--- src/rtl/ground_probe.sv ---
// ---------------------------------------------------------------------------
// ground_probe
//
// Per-frame support / collision detector for the goose sprite. It watches
// the pixel scan and counts ground pixels on the row directly beneath the
// goose's feet. At every frame boundary it decides whether the goose is
// standing, airborne, or has sunk into a gap for long enough to have fallen.
//
// Ports
//   clk         in   system clock
//   reset       in   asynchronous, active-high reset
//   p_tick      in   pixel-rate enable (one clk per pixel)
//   video_on    in   scan is in the visible area
//   x, y        in   current scan column / row (10 bits each)
//   is_ground   in   OR of all ground-tile isGround outputs at (x,y)
//   frame_tick  in   one-clk pulse per frame, during vertical blank
//   goose_x/y   in   goose sprite top-left corner
//   clear       in   synchronous game restart (wins over frame_tick)
//   on_ground   out  goose supported as of the last decision
//   landed      out  one-clk pulse on AIR -> GROUND
//   fell        out  one-clk pulse on entering FALLEN
//   fallen      out  high while in FALLEN
//   hit_count   out  probe-row ground-pixel count of the last closed frame
// ---------------------------------------------------------------------------
module ground_probe #(
  parameter int GOOSE_W     = 32,
  parameter int GOOSE_H     = 32,
  parameter int MIN_HITS    = 8,
  parameter int GROUND_Y    = 385,
  parameter int MISS_FRAMES = 2
) (
  input  logic       clk,
  input  logic       reset,
  input  logic       p_tick,
  input  logic       video_on,
  input  logic [9:0] x,
  input  logic [9:0] y,
  input  logic       is_ground,
  input  logic       frame_tick,
  input  logic [9:0] goose_x,
  input  logic [9:0] goose_y,
  input  logic       clear,
  output logic       on_ground,
  output logic       landed,
  output logic       fell,
  output logic       fallen,
  output logic [5:0] hit_count
);

  typedef enum logic [1:0] {
    ST_AIR    = 2'd0,
    ST_GROUND = 2'd1,
    ST_FALLEN = 2'd2
  } state_t;

  localparam logic [10:0] WIN_SPAN   = 11'(GOOSE_W - 1);
  localparam logic [10:0] PROBE_OFS  = 11'(GOOSE_H);
  localparam logic [10:0] LAST_ROW   = 11'd479;
  localparam logic [10:0] GROUND_ROW = 11'(GROUND_Y);
  localparam logic [5:0]  HIT_MIN    = 6'(MIN_HITS);
  localparam logic [5:0]  HIT_MAX    = 6'd63;
  localparam logic [2:0]  MISS_MAX   = 3'(MISS_FRAMES);

  // Saturating +1 for the hit counter.
  function automatic logic [5:0] sat_hit(input logic [5:0] v, input logic inc);
    logic [5:0] r;
    r = v;
    if (inc && (v != HIT_MAX)) begin
      r = v + 6'd1;
    end
    return r;
  endfunction

  // Saturating +1 for the miss counter; it never exceeds MISS_FRAMES.
  function automatic logic [2:0] sat_miss(input logic [2:0] v);
    logic [2:0] r;
    r = MISS_MAX;
    if (v < MISS_MAX) begin
      r = v + 3'd1;
    end
    return r;
  endfunction

  state_t     state_q,     state_d;
  logic [2:0] miss_q,      miss_d;
  logic [5:0] hit_cnt_q,   hit_cnt_d;
  logic [5:0] hit_count_q, hit_count_d;
  logic [9:0] gx_q,        gx_d;
  logic [9:0] gy_q,        gy_d;
  logic       landed_q,    landed_d;
  logic       fell_q,      fell_d;
  logic       on_ground_q, on_ground_d;
  logic       fallen_q,    fallen_d;

  logic [10:0] probe_row;
  logic [10:0] col_lo;
  logic [10:0] col_hi;
  logic        row_match;
  logic        col_match;
  logic        sample;
  logic [5:0]  hit_tot;
  logic        sup;
  logic        sunk;

  // Probe window, built only from the positions latched at the last frame
  // boundary so a mid-frame goose move cannot split the window across rows.
  // All arithmetic is 11 bits so nothing wraps back onto the visible area.
  always_comb begin
    probe_row = {1'b0, gy_q} + PROBE_OFS;
    col_lo    = {1'b0, gx_q};
    col_hi    = col_lo + WIN_SPAN;
    row_match = (probe_row <= LAST_ROW) && ({1'b0, y} == probe_row);
    col_match = ({1'b0, x} >= col_lo) && ({1'b0, x} <= col_hi);
    sample    = p_tick && video_on && is_ground && row_match && col_match;
    // A sample landing on the frame_tick clk still belongs to the closing frame.
    hit_tot   = sat_hit(hit_cnt_q, sample);
    sup       = (hit_tot >= HIT_MIN);
    sunk      = !sup && (probe_row > GROUND_ROW);
  end

  // Next-state / decision logic
  always_comb begin
    state_d     = state_q;
    miss_d      = miss_q;
    hit_cnt_d   = sat_hit(hit_cnt_q, sample);
    hit_count_d = hit_count_q;
    gx_d        = gx_q;
    gy_d        = gy_q;
    landed_d    = 1'b0;
    fell_d      = 1'b0;

    if (clear) begin
      state_d   = ST_AIR;
      miss_d    = 3'd0;
      hit_cnt_d = 6'd0;
    end else if (frame_tick) begin
      hit_count_d = hit_tot;
      hit_cnt_d   = 6'd0;
      gx_d        = goose_x;
      gy_d        = goose_y;
      case (state_q)
        ST_AIR: begin
          if (sup) begin
            state_d  = ST_GROUND;
            landed_d = 1'b1;
            miss_d   = 3'd0;
          end else if (sunk) begin
            miss_d = sat_miss(miss_q);
            if (sat_miss(miss_q) >= MISS_MAX) begin
              state_d = ST_FALLEN;
              fell_d  = 1'b1;
            end
          end else begin
            miss_d = 3'd0;
          end
        end
        ST_GROUND: begin
          if (!sup) begin
            state_d = ST_AIR;
            miss_d  = 3'd0;
            if (sunk) begin
              miss_d = 3'd1;
              if (3'd1 >= MISS_MAX) begin
                state_d = ST_FALLEN;
                fell_d  = 1'b1;
              end
            end
          end
        end
        ST_FALLEN: begin
          // Terminal until clear or reset; only hit_count keeps updating.
        end
        default: begin
          state_d = ST_AIR;
          miss_d  = 3'd0;
        end
      endcase
    end

    on_ground_d = (state_d == ST_GROUND);
    fallen_d    = (state_d == ST_FALLEN);
  end

  always_ff @(posedge clk or posedge reset) begin
    if (reset) begin
      state_q     <= ST_AIR;
      miss_q      <= 3'd0;
      hit_cnt_q   <= 6'd0;
      hit_count_q <= 6'd0;
      gx_q        <= 10'd0;
      gy_q        <= 10'd0;
      landed_q    <= 1'b0;
      fell_q      <= 1'b0;
      on_ground_q <= 1'b0;
      fallen_q    <= 1'b0;
    end else begin
      state_q     <= state_d;
      miss_q      <= miss_d;
      hit_cnt_q   <= hit_cnt_d;
      hit_count_q <= hit_count_d;
      gx_q        <= gx_d;
      gy_q        <= gy_d;
      landed_q    <= landed_d;
      fell_q      <= fell_d;
      on_ground_q <= on_ground_d;
      fallen_q    <= fallen_d;
    end
  end

  assign on_ground = on_ground_q;
  assign landed    = landed_q;
  assign fell      = fell_q;
  assign fallen    = fallen_q;
  assign hit_count = hit_count_q;

endmodule

--- config.mk ---
export PLATFORM = sky130hd
export DESIGN_NAME = ground_probe
export DESIGN_NICKNAME = d
export VERILOG_FILES = /design/src/rtl/ground_probe.sv
export SDC_FILE = /design/constraint.sdc
export NUM_CORES = 1
export LEC_CHECK = 0
export CAP_MARGIN = 5
export CORE_MARGIN = 2
export CORE_UTILIZATION = 35
export DETAILED_ROUTE_END_ITERATION = 6
export MAX_ROUTING_LAYER = met4
export SKIP_LAST_GASP = 1
export SYNTH_ARGS = -nofsm -noshare
export SYNTH_HDL_FRONTEND = slang
export SYNTH_SLANG_ARGS = --single-unit
--- constraint.sdc ---
create_clock -name clk -period 8.6 [get_ports clk]
set_input_delay 1.29 -clock clk [delete_from_list [all_inputs] [get_ports clk]]
set_output_delay 1.29 -clock clk [all_outputs]
set_load 0.05 [all_outputs]
# After elaboration in Yosys (flattened, before gate mapping)
# Cells that the tools add are included.
[op_classes]
add_sub_neg = 4
order_cmp = 7
eq_ne = 8
n_mux = 33
bitwise_logic = 1
reduce_logical = 13
[op_table]
columns = ["op", "n"]
rows = [
  ["2-to-1 mux 3 bit", 11],
  ["2-to-1 mux 6 bit", 3],
  ["2-to-1 mux 2 bit", 6],
  ["adder 10 x 5 -> 11 bit, second input constant", 1],
  ["adder 10 x 6 -> 11 bit, second input constant", 1],
  ["equality test 10 x 11 -> 1 bit", 1],
  ["> comparator 11 x 9 -> 1 bit, second input constant", 1],
  ["less-or-equal comparator 10 x 11 -> 1 bit", 1],
  ["less-or-equal comparator 11 x 9 -> 1 bit, second input constant", 1],
  ["2-to-1 mux 1 bit", 11],
  [">= comparator 10 bit", 1],
  ["case mux 3 bit (3 select lines)", 1],
  ["logical AND 1 bit", 8],
  ["adder 6 x 1 -> 6 bit, second input constant", 1],
  [">= comparator 6 x 4 -> 1 bit, second input constant", 1],
  ["inequality test 6 bit, second input constant", 1],
  ["case mux 2 bit (3 select lines)", 1],
  ["equality test 2 x 1 -> 1 bit, second input constant", 2],
  ["equality test 2 bit, second input constant", 2],
  ["adder 3 x 1 -> 3 bit, second input constant", 1],
  [">= comparator 3 x 2 -> 1 bit, second input constant", 1],
  ["less-than comparator 3 x 2 -> 1 bit, second input constant", 1],
  ["inequality test 3 bit, second input constant", 1],
  ["AND reduction 3 bit", 1],
  ["other kinds (6)", 6],
]
[totals]
reg_bits = 41
in_bits = 47
output_inout_bits = 10
elab_cells = 76

# Depth between registers and ports, before layout
# Gate-level depths: netlist of run 1.
[logic_depth]
ltp_word = 23
mapped_depth = 14
ltp_nobuf = 14

# Least setup slack after synthesis of run 1
# OpenSTA, ideal clock, no wires.
[synth_path]
kind = "input to register"
start = "input port x[8]"
end = "register miss_q[0]"
setup_time_ns = 0.128
arrival_time_ns = 3.443
t_required_ns = 8.472
path_slack_ns = 5.029
cell_stages = 9
n_path_buf = 0
path_cell_list = "ha_1 > a21o_1 > a21oi_1 > or3b_1 > o211ai_2 > nand4_1 > mux2i_2 > a21oi_1 > mux2_1"
[synth_between]
elab_chain_len = 13
[synth_rtl]
columns = ["element", "line", "source"]
rows = [
  ["start: declaration", "36", "input logic [9:0] x,"],
  ["less-or-equal comparator 10 x 11 -> 1 bit / >= comparator 10 bit (equally long branches)", "113", "col_match = ({1'b0, x} >= col_lo) && ({1'b0, x} <= col_hi);"],
  ["logical AND 1 bit (*)", "113", ""],
  ["logical AND 1 bit (*)", "114", "sample = p_tick && video_on && is_ground && row_match && col_match;"],
  ["logical AND 1 bit (*)", "68", "if (inc && (v != HIT_MAX)) begin"],
  ["2-to-1 mux 6 bit (*)", "68", ""],
  [">= comparator 6 x 4 -> 1 bit (*)", "117", "sup = (hit_tot >= HIT_MIN);"],
  ["logical NOT 1 bit", "--", ""],
  ["logical AND 1 bit", "118", "sunk = !sup && (probe_row > GROUND_ROW);"],
  ["2-to-1 mux 1 bit / 2-to-1 mux 3 bit (equally long branches)", "161, 147", ""],
  ["2-to-1 mux 3 bit, on equally long branches", "158, 143", ""],
  ["case mux 3 bit (3 select lines)", "141", "case (state_q)"],
  ["2-to-1 mux 3 bit", "136", "end else if (frame_tick) begin"],
  ["2-to-1 mux 3 bit", "132", "if (clear) begin"],
  ["end signal: assignment", "198", "miss_q <= miss_d;"],
  ["end: declaration", "85", "logic [2:0] miss_q, miss_d;"],
]
# Mark *: on every way between the ends. The rest lies on a longest branch, timed or not. The select of a mux whose other input is x is not followed.
# A chain may end at the register's enable or synchronous reset.

# Worst setup path in the final report of run 1
[layout_path]
start = "input port x[7]"
end = "register miss_q[2]"
[layout_between]
elab_chain_len = 13
[layout_rtl]
columns = ["element", "line", "source"]
rows = [
  ["less-or-equal comparator 10 x 11 -> 1 bit / >= comparator 10 bit (equally long branches)", "113", ""],
  ["logical AND 1 bit (*)", "113", ""],
  ["logical AND 1 bit (*)", "114", ""],
  ["logical AND 1 bit (*)", "68", ""],
  ["2-to-1 mux 6 bit (*)", "68", ""],
  [">= comparator 6 x 4 -> 1 bit (*)", "117", ""],
  ["logical NOT 1 bit", "--", ""],
  ["logical AND 1 bit", "118", ""],
  ["2-to-1 mux 3 bit", "147", "end else if (sunk) begin"],
  ["2-to-1 mux 3 bit", "143", "if (sup) begin"],
  ["case mux 3 bit (3 select lines)", "141", ""],
  ["2-to-1 mux 3 bit", "136", ""],
  ["2-to-1 mux 3 bit", "132", ""],
]
# Marked as above.

==> parameters.txt, run 1 <==
Parameter                              Value

Run status
  Result of the run ... finished clean

Power
  Pleak ... 1.49 nW
  Register share of total power ... 0.419
  Pwr Density ... 153 nW/um^2
  Internal cell power ... 0.374 mW
  Share of total power in combinational logic ... 0.279
  Switching share of total power ... 0.302
  Switching power summed over all nets ... 0.161 mW
  Largest vdd supply drop ... 0.0929 mV
  Portion of total power attributed to the clock network ... 0.302

Placement
  RD Place Congestion ... 0.856
  Port Buffer Count ... 56
  Final HPWL DP ... 4880 um
  Post-Place Cell Area ... 3390 um^2

Synth
  Post-synth cell types ... 57
  Portion of the post-synthesis area used by sequential elements ... 0.376
  Number of flops mapped to enable cells by yosys ... 0
  Netlist Area Pre-Place ... 2730 um^2
  Ys Warns ... 0
  Share of synthesized flip-flops with an asynchronous set or reset ... 1.00
  Synth area leader ... sky130_fd_sc_hd__dfrtp_1
  Post-synth top cells ... sky130_fd_sc_hd__nand2_1, sky130_fd_sc_hd__dfrtp_1, sky130_fd_sc_hd__ha_1, sky130_fd_sc_hd__o21ai_1, sky130_fd_sc_hd__inv_1
  Largest cells by area after synthesis ... sky130_fd_sc_hd__dfrtp_1, sky130_fd_sc_hd__ha_1, sky130_fd_sc_hd__nand2_1
  Cells after synthesis ... 305
  Mapped Nets ... 378
  Dominant synthesized flop cell ... sky130_fd_sc_hd__dfrtp_1
  Top cell type's share of synthesized area ... 0.376
  Mean area per synthesized cell ... 8.95 um^2
  Flip-flop and latch count after synthesis ... 41
  Most repeated cell in the gate-level netlist after synthesis ... sky130_fd_sc_hd__nand2_1

Timing
  Achievable clock frequency ... 242 MHz
  Worst-case clock skew ... 0.00784 ns
  Final TNS setup ... 0 ns
  Endpoints failing setup ... 0
  Relative max-transition margin ... 0.257
  RSZ-0062 raised after global routing ... no
  Min Hold Slack ... 0.488 ns
  Least-Margin Pin Slew ... 1.09 ns
  Slew Viols, Final ... 0
  Number of failing hold endpoints at the final stage ... 0
  Minimum clock period ... 4.12 ns
  Period utilization ... 0.480

Finish
  Post-layout instance area ... 3510 um^2
  Area growth, synth to finish ... 28.5%
  Share of layout cells above drive strength 1 ... 0.0500
  Final net count ... 432
  Number of diodes added for antenna fixing ... 0

Worst setup path
  Critical register-to-register path endpoint ... miss_q[2]$_DFFE_PP0P_
  Largest fanout of any net on the critical path ... 9
  Endpoint required time on the critical path ... 8.77 ns
  Crit path arrival time ... 4.30 ns
  Startpoint of the worst-slack reg-to-reg timing path ... gx_q[0]$_DFFE_PP0P_
  Setup crit end kind ... flop
  CP endpoint ... miss_q[2]$_DFFE_PP0P_
  Beginning of the critical path ... x[7]
  Worst reg-to-reg path cell count ... 13
  Setup slack of the most critical reg-to-reg path ... 4.55 ns
  Crit Path Class ... in2reg
  Type of element launching the critical path ... primary input

CTS
  Number of buffers created by CTS ... 5
  Buffer cell driving the clock tree root ... sky130_fd_sc_hd__clkbuf_8
  Longest Clk Path Bufs ... 2
  TritonCTS clock tree ... built
  Clock Sink Count ... 41
  Post-cts sizing count ... 0
  Later-pin clock latency in the skew report ... 0.30 ns
  Number of levels in the clock H-tree ... 2
  Post-CTS Hold Buffers ... 0
  Post-CTS Setup Bufs ... 0
  Post-CTS clock slew at the launch and capture registers of the worst setup and hold paths ... 0.07 ns

Route
  Number of DRC markers in iteration 0 ... 124
  Mean routed wirelength per cell ... 13.4 um
  Number of optimization iterations in the first detailed-route pass ... 4
  Residual DRC count ... 0
  Antenna-violating nets left ... 0
  Via count normalized by instance count ... 5.02
  Wirelength, routed ... 6200 um
  Number of vias after detailed routing ... 2318

Floorplan
  Die height ... 92.3 um
  Initial cell density of the core ... 0.357
  Io pins ... 57
  Width of the chip ... 92.3 um
  Cell Rows ... 32
  Area of the die ... 8520 um^2
  Total core area ... 7650 um^2

GRT
  Maximum number of pins on one net before global-route repair ... 42
  Vias in the first global route ... 2299
  Remaining global-route overflow ... 0
  Global-route wire length before repair ... 10500 um
  Total track usage ... 0.157
  Number of antenna violations at the first check in global routing ... 0

Flow run
  Max Cap Violations ... 0

Hold path
  Worst Min Path Start ... hit_count[4]$_DFFE_PP0P_
  Min-delay worst type ... reg2reg
==> state kept, by name (all words and copies together) (netlist names) <==
signal	cells
gx_q	10
gy_q	10
hit_cnt_q	6
hit_count	6
miss_q	3
state_q	2
fallen	1
fell	1
landed	1
on_ground	1
==> power groups by stage <==
stage	clock [mW]	combinational, mW	sequential (mW)
2_1_floorplan	0	0.103	0.224
3_3_place_gp	0	0.149	0.228
3_5_place_dp	0	0.150	0.228
4_1_cts	0.166	0.151	0.224
5_1_grt	0.175	0.169	0.227
6_report	0.162	0.149	0.224
==> layout make-up <==
type | instances | area [um^2]
fillers | 754 | 4140
multi-input cells | 237 | 1600
flip-flops and latches | 41 | 1030
repair buffers | 58 | 576
well taps | 102 | 128
clock buffers | 7 | 86.3
inverters | 16 | 60.1
clock inverters | 1 | 30.0
==> cells in the final DEF, fill, tap and decap left out, types with 3 or more instances in the layout <==
cell and n:
sky130_fd_sc_hd__clkbuf_8 6, sky130_fd_sc_hd__a21oi_1 11, sky130_fd_sc_hd__nand4b_1 3, sky130_fd_sc_hd__nand2_1 53, sky130_fd_sc_hd__clkdlybuf4s50_1 56, sky130_fd_sc_hd__ha_1 26
sky130_fd_sc_hd__nand2b_1 6, sky130_fd_sc_hd__o21ai_0 4, sky130_fd_sc_hd__nor2_1 13, sky130_fd_sc_hd__nand3_1 12, sky130_fd_sc_hd__mux2i_1 3, sky130_fd_sc_hd__a21boi_1 3
sky130_fd_sc_hd__dfrtp_1 41, sky130_fd_sc_hd__xor2_1 11, sky130_fd_sc_hd__o21ai_1 17, sky130_fd_sc_hd__nor3_1 10, sky130_fd_sc_hd__nor4_1 5, sky130_fd_sc_hd__nand4_1 5
sky130_fd_sc_hd__inv_1 16, sky130_fd_sc_hd__xnor2_1 12
==> critical path, stage by stage <==
cell and delay, ns:
sky130_fd_sc_hd__clkdlybuf4s50_1 0.44, sky130_fd_sc_hd__ha_1 0.32, sky130_fd_sc_hd__a2111oi_0 0.93, sky130_fd_sc_hd__nand2_1 0.12, sky130_fd_sc_hd__nand4_1 0.19, sky130_fd_sc_hd__mux2i_2 0.47
sky130_fd_sc_hd__a21oi_1 0.19, sky130_fd_sc_hd__mux2_1 0.35
==> through the flow <==
stage	std cells	power, mW	worst slack, ns	utilization
after floorplan	305	0.327	5.03	-
after global placement	454	0.377	4.26	0.444
after detailed placement	454	0.378	4.19	0.444
after CTS	462	0.541	4.49	0.459
after global routing	462	0.571	4.17	0.459
final	462	0.535	4.48	0.459
==> layer usage <==
layer  wire, um  up-vias  global-route usage
li1           -     1184                   -
met1       3000     1087               0.207
met2       2890       41               0.248
met3        269        6              0.0399
met4         44        0              0.0336
met5          0        -                   -
==> logic make-up after synthesis <==
| family | synth area share |
|---|---|
| AND/OR/NAND/NOR | 0.230 |
| AO/OA/AOI/OAI | 0.139 |
| flip-flops | 0.376 |
| buffers and inverters | 0.0380 |
| adder cells (fa/ha/maj) | 0.119 |
| XOR/XNOR | 0.0738 |
| multiplexers | 0.0243 |
==> worst min-delay path by stage <==
| stage | to | depth (start not counted) |
|---|---|---|
| final | hit_count[4]$_DFFE_PP0P_ | 2 |
| after global routing | hit_count[4]$_DFFE_PP0P_ | 2 |
| after CTS | hit_count[4]$_DFFE_PP0P_ | 2 |
| after detailed placement | hit_count[4]$_DFFE_PP0P_ | 2 |
| after global placement | hit_count[4]$_DFFE_PP0P_ | 2 |
| after floorplan | gy_q[9]$_DFFE_PP0P_ | 2 |
Note: power is estimated with default switching activity, not from simulation.
==> inputs of run 2 (changes only) <==
==> constraint.sdc (replaced) <==
create_clock -name clk -period 4.1 [get_ports clk]
set_input_delay 0.615 -clock clk [delete_from_list [all_inputs] [get_ports clk]]
set_output_delay 0.615 -clock clk [all_outputs]
set_load 0.05 [all_outputs]
==> run 2 against run 1 <==
  * Combinational power increased by 110%
  * Critical path depth increased by 5
  * Clock power increased by 110%
  * Non-clock buffer count increased by 1
  * Sequential share of layout area decreased by 0.22 points
==> parameters.txt, run 2 (same netlist as run 1, synthesis figures left out) <==
Parameter                              Value

Floorplan
  Initial cell density of the core ... 0.357
  Cell Rows ... 32
  Io pins ... 57
  Area of the die ... 8520 um^2
  Width of the chip ... 92.3 um
  Die height ... 92.3 um
  Total core area ... 7650 um^2

CTS
  Buffer cell driving the clock tree root ... sky130_fd_sc_hd__clkbuf_8
  Longest Clk Path Bufs ... 2
  TritonCTS clock tree ... built
  Number of levels in the clock H-tree ... 2
  Later-pin clock latency in the skew report ... 0.30 ns
  Number of buffers created by CTS ... 5
  Post-CTS Setup Bufs ... 0
  Clock Sink Count ... 41
  Post-CTS clock slew at the launch and capture registers of the worst setup and hold paths ... 0.07 ns

Worst setup path
  Buf+Inv Stages, Crit Path ... 1
  Setup crit end kind ... flop
  CP Cell Sequence ... inv_1 -> ha_1 -> a2111oi_2 -> xnor2_1 -> ha_1 -> a21o_1 -> a21oi_1 -> or3b_1 -> o211ai_2 -> nand4_1 -> mux2i_4 -> a21oi_1 -> mux2_1
  Crit Path Class ... reg2reg
  Endpoint required time on the critical path ... 4.27 ns
  Largest fanout of any net on the critical path ... 9
  Crit path arrival time ... 3.94 ns
  Startpoint of the worst-slack reg-to-reg timing path ... gx_q[0]$_DFFE_PP0P_
  Worst reg-to-reg path cell count ... 13
  Maximum cell stage delay along the critical path ... 0.41 ns
  Type of element launching the critical path ... flop
  Critical register-to-register path endpoint ... miss_q[2]$_DFFE_PP0P_
  Top delay family on crit path ... compound AO/OA/AOI/OAI gates
  Setup slack of the most critical reg-to-reg path ... 0.33 ns
  Slowest cell on crit path ... sky130_fd_sc_hd__a2111oi_2

Timing
  Minimum clock period ... 3.77 ns
  Relative max-transition margin ... 0.486
  Endpoints failing setup ... 0
  RSZ-0062 raised after global routing ... no
  Achievable clock frequency ... 265 MHz
  Slew Viols, Final ... 0
  Least-Margin Pin Slew ... 0.768 ns
  Min Hold Slack ... 0.492 ns
  Period utilization ... 0.920
  Worst-case clock skew ... 0.0129 ns
  Number of failing hold endpoints at the final stage ... 0
  Final TNS setup ... 0 ns

Hold path
  Cell depth of the worst min-delay path ... 2
  Endpoint, Worst Hold ... hit_count[4]$_DFFE_PP0P_
  Worst Min Path Start ... hit_count[4]$_DFFE_PP0P_
  Min-delay worst type ... reg2reg

GRT
  Global-route wire length before repair ... 10400 um
  Met2 Use GR ... 0.246
  Maximum number of pins on one net before global-route repair ... 42
  Remaining global-route overflow ... 0
  Total track usage ... 0.158
  Vias in the first global route ... 2275
  Met3 usage ... 0.0317
  Layer with the highest usage ... met2
  GRT met1 Usage ... 0.209
  Number of antenna violations at the first check in global routing ... 0

Run status
  Result of the run ... finished clean

Finish
  Count of filler cells inserted in the layout ... 754
  Final net count ... 433
  Share of layout cells above drive strength 1 ... 0.0582
  Area growth, synth to finish ... 29.5%
  Commonest non-fill, non-tap cell in the layout ... sky130_fd_sc_hd__clkdlybuf4s50_1
  Largest registers ... gx_q x10, gy_q x10
  Most frequent cells in the layout ... sky130_fd_sc_hd__clkdlybuf4s50_1, sky130_fd_sc_hd__nand2_1, sky130_fd_sc_hd__dfrtp_1
  Number of diodes added for antenna fixing ... 0

Route
  Via count normalized by instance count ... 5.10
  Wirelength, routed ... 6300 um
  Residual DRC count ... 0
  Mean routed wirelength per cell ... 13.6 um
  Number of optimization iterations in the first detailed-route pass ... 6
  Number of DRC markers in iteration 0 ... 97
  Number of vias after detailed routing ... 2360
  Antenna-violating nets left ... 0

Placement
  Port Buffer Count ... 56
  RD Place Congestion ... 0.828
  Final HPWL DP ... 4990 um

Power
  Largest vdd supply drop ... 0.193 mV
  Pwr Density ... 319 nW/um^2
  Pleak ... 1.51 nW
  Total power draw ... 1.13 mW

Flow run
  Max Cap Violations ... 0
## run 2: cell count changes in the layout (fill, tap and decap cells not counted)
cell	previous run	this run
sky130_fd_sc_hd__a2111oi_1	1	0
sky130_fd_sc_hd__a2111oi_2	0	1
sky130_fd_sc_hd__buf_4	2	3
sky130_fd_sc_hd__mux2i_2	1	0
sky130_fd_sc_hd__mux2i_4	0	1
sky130_fd_sc_hd__o31ai_1	1	0
sky130_fd_sc_hd__o31ai_2	0	1
## run 2: routing by layer
| metal | share of wire | vias up |
|---|---|---|
| met5 | 0 | - |
| met4 | 0.012 | 0 |
| met3 | 0.038 | 8 |
| met2 | 0.47 | 50 |
| met1 | 0.48 | 1107 |
| li1 | - | 1195 |
## run 2: worst reg2reg max path, stage by stage (launching register included)
cell,delay [ns]
sky130_fd_sc_hd__dfrtp_1,0.39
sky130_fd_sc_hd__inv_1,0.09
sky130_fd_sc_hd__ha_1,0.27
sky130_fd_sc_hd__a2111oi_2,0.41
sky130_fd_sc_hd__xnor2_1,0.17
sky130_fd_sc_hd__ha_1,0.26
sky130_fd_sc_hd__a21o_1,0.18
sky130_fd_sc_hd__a21oi_1,0.16
sky130_fd_sc_hd__or3b_1,0.38
sky130_fd_sc_hd__o211ai_2,0.22
sky130_fd_sc_hd__nand4_1,0.22
sky130_fd_sc_hd__mux2i_4,0.29
sky130_fd_sc_hd__a21oi_1,0.27
sky130_fd_sc_hd__mux2_1,0.35
## run 2: cell type report
| class | count | area (um^2) | share of cell area |
|---|---|---|---|
| well taps | 102 | 128 | 0.0361 |
| flip-flops and latches | 41 | 1030 | 0.290 |
| clock inverters | 1 | 30.0 | 0.00850 |
| inverters | 16 | 60.1 | 0.0170 |
| repair buffers | 59 | 583 | 0.165 |
| clock buffers | 7 | 86.3 | 0.0244 |
| multi-input cells | 237 | 1620 | 0.459 |
## run 2: how the worst max path moves through the flow
stage	startpoint	end	slack (ns)	cells past startpoint
floorplan	gx_q[0]$_DFFE_PP0P_	miss_q[0]$_DFFE_PP0P_	0.56	13
global placement	gx_q[0]$_DFFE_PP0P_	miss_q[0]$_DFFE_PP0P_	0.34	13
detailed placement	gx_q[0]$_DFFE_PP0P_	miss_q[2]$_DFFE_PP0P_	0.18	13
CTS	gx_q[0]$_DFFE_PP0P_	miss_q[2]$_DFFE_PP0P_	0.18	13
global route	gx_q[0]$_DFFE_PP0P_	miss_q[2]$_DFFE_PP0P_	0.05	13
finish	gx_q[0]$_DFFE_PP0P_	miss_q[2]$_DFFE_PP0P_	0.33	13
## run 2: where the power goes
group          switching, mW  internal [mW]  total (mW)  leakage [nW]
sequential            0.0381          0.433       0.471         0.539
clock                  0.140          0.199       0.338        0.0585
combinational          0.164          0.155       0.318         0.908
total                  0.341          0.787        1.13          1.51
## run 2: repair_timing
| item | CTS | global route |
|---|---|---|
| resized for setup | 0 | 3 |
| setup endpoints to repair | 0 | 5 |
| hold buffers | 0 | 0 |
## run 2: per-stage QoR
stage                     cell area (um^2)   util  setup slack [ns]  instances
final                                 3530  0.462             0.328        463
after global routing                  3530  0.462            0.0517        463
after CTS                             3520  0.460             0.178        463
after detailed placement              3400  0.445             0.184        455
after global placement                3400  0.445             0.345        455
after floorplan                       2730      -             0.556        305
